--- src/rtl/display_arbiter.sv ---
// Two-requester round-robin arbiter for a 4-digit hex display with a minimum grant hold time.
// Optional leading-zero blanking is enabled by defining DISPLAY_ARBITER_LZB_EN.
module display_arbiter #(
    parameter int HOLD_CYCLES = 1024,
    parameter int CNT_W       = 16
) (
    input  logic        clk,
    input  logic        rst,
    input  logic        i_req0,
    input  logic [15:0] i_value0,
    input  logic [3:0]  i_mask0,
    input  logic        i_req1,
    input  logic [15:0] i_value1,
    input  logic [3:0]  i_mask1,
    output logic [1:0]  o_grant,
    output logic [3:0]  o_digit1,
    output logic [3:0]  o_digit2,
    output logic [3:0]  o_digit3,
    output logic [3:0]  o_digit4,
    output logic        o_show_digit1,
    output logic        o_show_digit2,
    output logic        o_show_digit3,
    output logic        o_show_digit4
);

    typedef enum logic [1:0] {
        IDLE = 2'd0,
        OWN0 = 2'd1,
        OWN1 = 2'd2
    } state_t;

    localparam logic [CNT_W-1:0] HOLD_MAX = CNT_W'(HOLD_CYCLES - 1);

    state_t           state, state_next;
    logic [CNT_W-1:0] hold_cnt, hold_cnt_next;
    logic             rr_ptr, rr_ptr_next;
    logic             hold_done;

    logic [1:0]       grant_next;
    logic [15:0]      value_sel;
    logic [3:0]       mask_sel;
    logic [3:0]       show_next;
    logic [3:0]       blank;

    assign hold_done = (hold_cnt == HOLD_MAX);

    always_ff @(posedge clk or negedge rst) begin
        if (!rst) begin
            state    <= IDLE;
            hold_cnt <= '0;
            rr_ptr   <= 1'b0;
        end else begin
            state    <= state_next;
            hold_cnt <= hold_cnt_next;
            rr_ptr   <= rr_ptr_next;
        end
    end

    // rr_ptr names the requester that wins a tie: the one not granted most recently.
    always_comb begin
        state_next    = state;
        hold_cnt_next = hold_cnt;
        rr_ptr_next   = rr_ptr;
        case (state)
            IDLE: begin
                if (i_req0 && i_req1)
                    state_next = rr_ptr ? OWN1 : OWN0;
                else if (i_req0)
                    state_next = OWN0;
                else if (i_req1)
                    state_next = OWN1;
            end
            OWN0: begin
                if (hold_done) begin
                    if (i_req1)
                        state_next = OWN1;
                    else if (!i_req0)
                        state_next = IDLE;
                end
            end
            OWN1: begin
                if (hold_done) begin
                    if (i_req0)
                        state_next = OWN0;
                    else if (!i_req1)
                        state_next = IDLE;
                end
            end
            default: state_next = IDLE;
        endcase

        if (state_next == IDLE) begin
            hold_cnt_next = '0;
        end else if (state_next != state) begin
            hold_cnt_next = '0;
            rr_ptr_next   = (state_next == OWN0);
        end else if (!hold_done) begin
            hold_cnt_next = hold_cnt + CNT_W'(1);
        end
    end

    // Outputs follow the upcoming owner so data and grant switch on the same edge.
    always_comb begin
        grant_next = 2'b00;
        value_sel  = 16'h0000;
        mask_sel   = 4'h0;
        case (state_next)
            OWN0: begin
                grant_next = 2'b01;
                value_sel  = i_value0;
                mask_sel   = i_mask0;
            end
            OWN1: begin
                grant_next = 2'b10;
                value_sel  = i_value1;
                mask_sel   = i_mask1;
            end
            default: ;
        endcase

`ifdef DISPLAY_ARBITER_LZB_EN
        blank[3] = (value_sel[15:12] == 4'h0);
        blank[2] = blank[3] && (value_sel[11:8] == 4'h0);
        blank[1] = blank[2] && (value_sel[7:4] == 4'h0);
        blank[0] = 1'b0;
`else
        blank = 4'h0;
`endif
        show_next = mask_sel & ~blank;
    end

    always_ff @(posedge clk or negedge rst) begin
        if (!rst) begin
            o_grant       <= 2'b00;
            o_digit1      <= 4'h0;
            o_digit2      <= 4'h0;
            o_digit3      <= 4'h0;
            o_digit4      <= 4'h0;
            o_show_digit1 <= 1'b0;
            o_show_digit2 <= 1'b0;
            o_show_digit3 <= 1'b0;
            o_show_digit4 <= 1'b0;
        end else begin
            o_grant       <= grant_next;
            o_digit1      <= value_sel[3:0];
            o_digit2      <= value_sel[7:4];
            o_digit3      <= value_sel[11:8];
            o_digit4      <= value_sel[15:12];
            o_show_digit1 <= show_next[0];
            o_show_digit2 <= show_next[1];
            o_show_digit3 <= show_next[2];
            o_show_digit4 <= show_next[3];
        end
    end

endmodule

--- config.mk ---
export PLATFORM = sky130hd
export DESIGN_NAME = display_arbiter
export DESIGN_NICKNAME = d
export VERILOG_FILES = /design/src/rtl/display_arbiter.sv
export SDC_FILE = /design/constraint.sdc
export NUM_CORES = 1
export LEC_CHECK = 0
export BUFFER_PORTS_ARGS = -buffer_cell sky130_fd_sc_hd__buf_2
export CAP_MARGIN = 5
export CORE_MARGIN = 5
export CORE_UTILIZATION = 40
export DETAILED_ROUTE_END_ITERATION = 12
export PLACE_DENSITY = 0.66
export SYNTH_ARGS = -nofsm -noshare
export SYNTH_HDL_FRONTEND = slang
export SYNTH_SLANG_ARGS = --single-unit
--- constraint.sdc ---
create_clock -name clk -period 4.7 [get_ports clk]
set_clock_uncertainty 0.15 [all_clocks]
set_input_delay 0.47 -clock clk [delete_from_list [all_inputs] [get_ports clk]]
set_output_delay 0.47 -clock clk [all_outputs]
set_load 0.02 [all_outputs]
# Word level (Yosys, flattened, before mapping)
# Cells that the tools add are included.
[totals]
reg_bits = 41
output_inout_bits = 22
word_cells = 42
[classes]
n_addsub = 1
eq_ne = 7
n_mux = 17
n_bitwise = 1
n_reduce_logical = 4
[op_table]
columns = ["operator", "count"]
rows = [
  ["two-way mux 16 bit", 3],
  ["case mux 16 bit (2 select lines)", 1],
  ["two-way mux 2 bit", 10],
  ["adder 16 x 1 -> 16 bit (second input constant)", 1],
  ["== test 16 x 10 -> 1 bit (second input constant)", 1],
  ["case mux 4 bit (2 select lines)", 1],
  ["case mux 2 bit (3 select lines)", 1],
  ["== test 2 x 1 -> 1 bit (second input constant)", 2],
  ["== test 2 bit (second input constant)", 2],
  ["logical NOT 2 bit", 2],
  ["case mux 2 bit (2 select lines)", 1],
  ["inequality test 3 x 1 -> 1 bit (second input constant)", 1],
  ["inequality test 2 bit", 1],
  ["AND reduction 2 bit", 1],
  ["logical AND 1 bit", 1],
  ["NOT 1 bit", 1],
]

# Logic depth before layout (Yosys ltp)
[depth]
depth_word = 7
mapped_depth = 11

# Least setup slack after synthesis
# Ideal clock, no wire load.
[synth_path]
path_type = "register to register"
startpoint = "register hold_cnt[10]"
endpoint = "register rr_ptr"
setup_time_ps = 128
arrival_time_ps = 2965
required_time_ps = 4422
slack_ps = 1457
path_stages_with_launch = 10
path_buffers = 2
path_cell_list = "dfrtp_1 > or4_4 > or4_1 > buf_6 > nor2b_4 > a221oi_1 > inv_1 > ha_1 > clkbuf_1 > mux2_1"
[synth_between]
elab_chain_cells = 6
elab_cells_between_ends = 9
cone_classes = "3 x eq/ne; 3 x mux; 1 x bitwise; 2 x reduce/logical"
[synth_lines]
columns = ["item", "line_no", "text"]
rows = [
  ["start: declaration", "35", "logic [CNT_W-1:0] hold_cnt, hold_cnt_next;"],
  ["start signal: assignment", "54", "hold_cnt <= hold_cnt_next;"],
  ["== test 16 x 10 -> 1 bit (*)", "45", "assign hold_done = (hold_cnt == HOLD_MAX);"],
  ["two-way mux 2 bit (on tied branches)", "82, 74", ""],
  ["case mux 2 bit (3 select lines) (*)", "64", "case (state)"],
  ["named net state_next[0]", "34", "state_t state, state_next;"],
  ["logical NOT 2 bit", "92", "if (state_next == IDLE) begin"],
  ["NOT 1 bit (no line)", "--", ""],
  ["AND reduction 2 bit (no line)", "--", ""],
  ["end signal: assignment", "55", "rr_ptr <= rr_ptr_next;"],
  ["end: declaration", "36", "logic rr_ptr, rr_ptr_next;"],
]
# The timed path passes the listed nets; every way through them passes the cells marked *.
# A chain may end at the register's enable or synchronous reset.

# Final worst setup path
# Ends and elaborated chain as after synthesis.

==> run metrics <==
setup bufs post-CTS 0; Worst Hold Slack 146 ps; final cell count without fillers 319; Slew Limit Fails 0; status complete, no violations; Die H 80.3 um; switch share 0.381; fill cell count 438; Leakage 1.21 nW; total power 1.39 mW; Vias per Instance 5.04; final clock period utilization by the worst path 0.780; Vias 1609; detailed router's first-iteration violation count 62; placed cell areas 2350 um2; Peak Freq 0.273 GHz; diodes inserted 0; CTS max path bufs 2; fin area 2470 um2; io pins 66; syn_nets 237; Cell Area, Synth 1980 um2; kind of critical path reg -> reg; CTS tree yes; first-pass iteration count of the detailed router 4; flop-to-flop setup slack 1030 ps; number of global-route vias before repair 1611; Post-Syn Instances 187; Sink Count 41; pin count of the biggest net entering global routing 42; Critical R2R Launch hold_cnt[10]; total CTS buffers 5; Final Hold Viols 0; R2R cell count 7; Register Area 1030 um2; Yosys cell types 36; startpoint types register; Seq/Total Area, Yosys 0.519; GRT Residual Overflow 0; DRC Markers 0; TNS Setup 0 ps; Sequential Power Share 0.342; initial antenna violation count 0; Worst EP required 4730 ps; pre-CTS worst setup slack 1010 ps; hold crit path type in -> async; GP Congestion 0.738; clock share of power 0.213; Final ANT Viol Nets 0; first-pass GRT wire length 7210 um; MaxCap Viol Count 0; Root Driver clkbuf_8; Yosys reg bits 41; core area 4750 um2; post-synthesis area per instance 10.6 um2; PortBufs 65; PwrDens 565 nW/um2; CTS Hold Buffers Added 0; final worst-path setup slack 1030 ps; worst vdd ir 0.000274 V; Comb power frac 0.445; layout cells sized above 1 0.310; Clk Latency, worst-skew pair 290 ps; Util after Layout 0.519; Pint 0.862 mW; clock slew at reported path FFs 80 ps; most frequent cells in the layout buf_2, dfrtp_1, nor2b_1; GRT Overall Usage 0.145; Multi-input gate area 893 um2; Initial Util 0.416; setup violators final 0; Chip Width 80.3 um; Worst-Margin Slew 1180 ps; minimum clock period 3670 ps; nets 301; Area Overhead vs Synth 24.9%; Post-Route WL 4250 um; normalized max-slew margin 0.203; cts repair resizes 0; crit end category register; drt wl/cell 13.3 um; Net Switching 0.531 mW; FP Rows 25; end of the worst register-to-register path rr_ptr; # placed instances 311; crit path DAT 3690 ps; CP Max Fanout 21; die area 6440 um2; most common library cell in the layout ignoring fill and taps buf_2; H-tree levels 2; Ys Warns 0; placed wire-length estimate 3060 um; RSZ-0062 raised after global routing no
-- critical path, cell delays in order, from the launching register on --
cell      delay, ps
dfrtp_1         420
or4_4           560
or4_1           680
nor2b_4         220
a221oi_1        460
inv_1           160
ha_1            480
mux2_1          400
-- state kept, by name (all words and copies together) (netlist names) --
| signal | count |
|---|---|
| hold_cnt | 16 |
| o_digit1 | 4 |
| o_digit2 | 4 |
| o_digit3 | 4 |
| o_digit4 | 4 |
| o_grant | 2 |
| state | 2 |
| o_show_digit1 | 1 |
| o_show_digit2 | 1 |
| o_show_digit3 | 1 |
| o_show_digit4 | 1 |
| rr_ptr | 1 |
-- cell families after synthesis --
family | count (synthesis) | synth area share
muxes | 2 | 0.0108
AOI/OAI and AO/OA | 43 | 0.153
xor gates and xnor gates | 9 | 0.0399
buffers and inverters | 13 | 0.0285
and+or+nand+nor | 73 | 0.211
DFF | 41 | 0.519
adders and majority gates | 6 | 0.0380
-- Yosys cell counts (all sizes together) --
master | count | area, um2
or4 | 2 | 18.8
o21ai | 5 | 25.0
buf | 1 | 11.3
or3 | 3 | 18.8
mux2i | 1 | 10.0
and3 | 3 | 18.8
or4bb | 1 | 11.3
or2 | 1 | 6.26
a211oi | 1 | 7.51
mux2 | 1 | 11.3
xnor2 | 4 | 35.0
ha | 6 | 75.1
nand2 | 6 | 22.5
a22oi | 20 | 150
nor2b | 23 | 151
dfrtp | 41 | 1030
nand2b | 2 | 12.5
nor4 | 3 | 25.0
a31oi | 1 | 6.26
a21oi | 10 | 50.1
xor2 | 5 | 43.8
a21boi | 2 | 15.0
and2 | 1 | 6.26
nand4 | 3 | 18.8
o311ai | 2 | 17.5
nand3b | 1 | 7.51
o31ai | 1 | 21.3
nand3 | 4 | 20.0
nor3 | 3 | 15.0
a221oi | 1 | 8.76
nor2 | 17 | 63.8
inv | 5 | 18.8
clkbuf | 7 | 26.3
-- area by class of cell --
class                           count  share of cell area
Timing Repair Buffer               65               0.132
Sequential cell                    41               0.416
Multi-Input combinational cell    133               0.362
Tap cell                           67              0.0340
Clock buffer                        6              0.0335
Inverter                            5             0.00761
Clock inverter                      2              0.0152
-- power groups by stage --
stage	sequential, mW	clock (mW)	combinational (mW)
final	0.476	0.297	0.620
after global routing	0.486	0.320	0.693
after CTS	0.477	0.304	0.630
after detailed placement	0.483	0	0.630
after global placement	0.483	0	0.620
after floorplan	0.556	0	0.388
-- worst max-delay path by stage --
| stage | from | endpoint | slack [ps] | depth (start not counted) |
|---|---|---|---|---|
| CTS | hold_cnt[10] | rr_ptr | 1000 | 7 |
| global route | hold_cnt[10] | o_show_digit2 | 800 | 7 |
| detailed placement | hold_cnt[10] | rr_ptr | 1010 | 7 |
| floorplan | hold_cnt[10] | rr_ptr | 1460 | 9 |
| global placement | hold_cnt[10] | rr_ptr | 1100 | 7 |
| finish | hold_cnt[10] | rr_ptr | 1030 | 7 |
-- metal layers --
| metal | part of all wire | GRT usage | up-vias |
|---|---|---|---|
| met2 | 0.45 | 0.229 | 65 |
| met3 | 0.11 | 0.0639 | 5 |
| met4 | 0.012 | 0.0541 | 0 |
| met5 | 0 | 0 | - |
| met1 | 0.42 | 0.174 | 751 |
| li1 | - | - | 788 |
No activity file was read; power rests on OpenSTA's default activity.
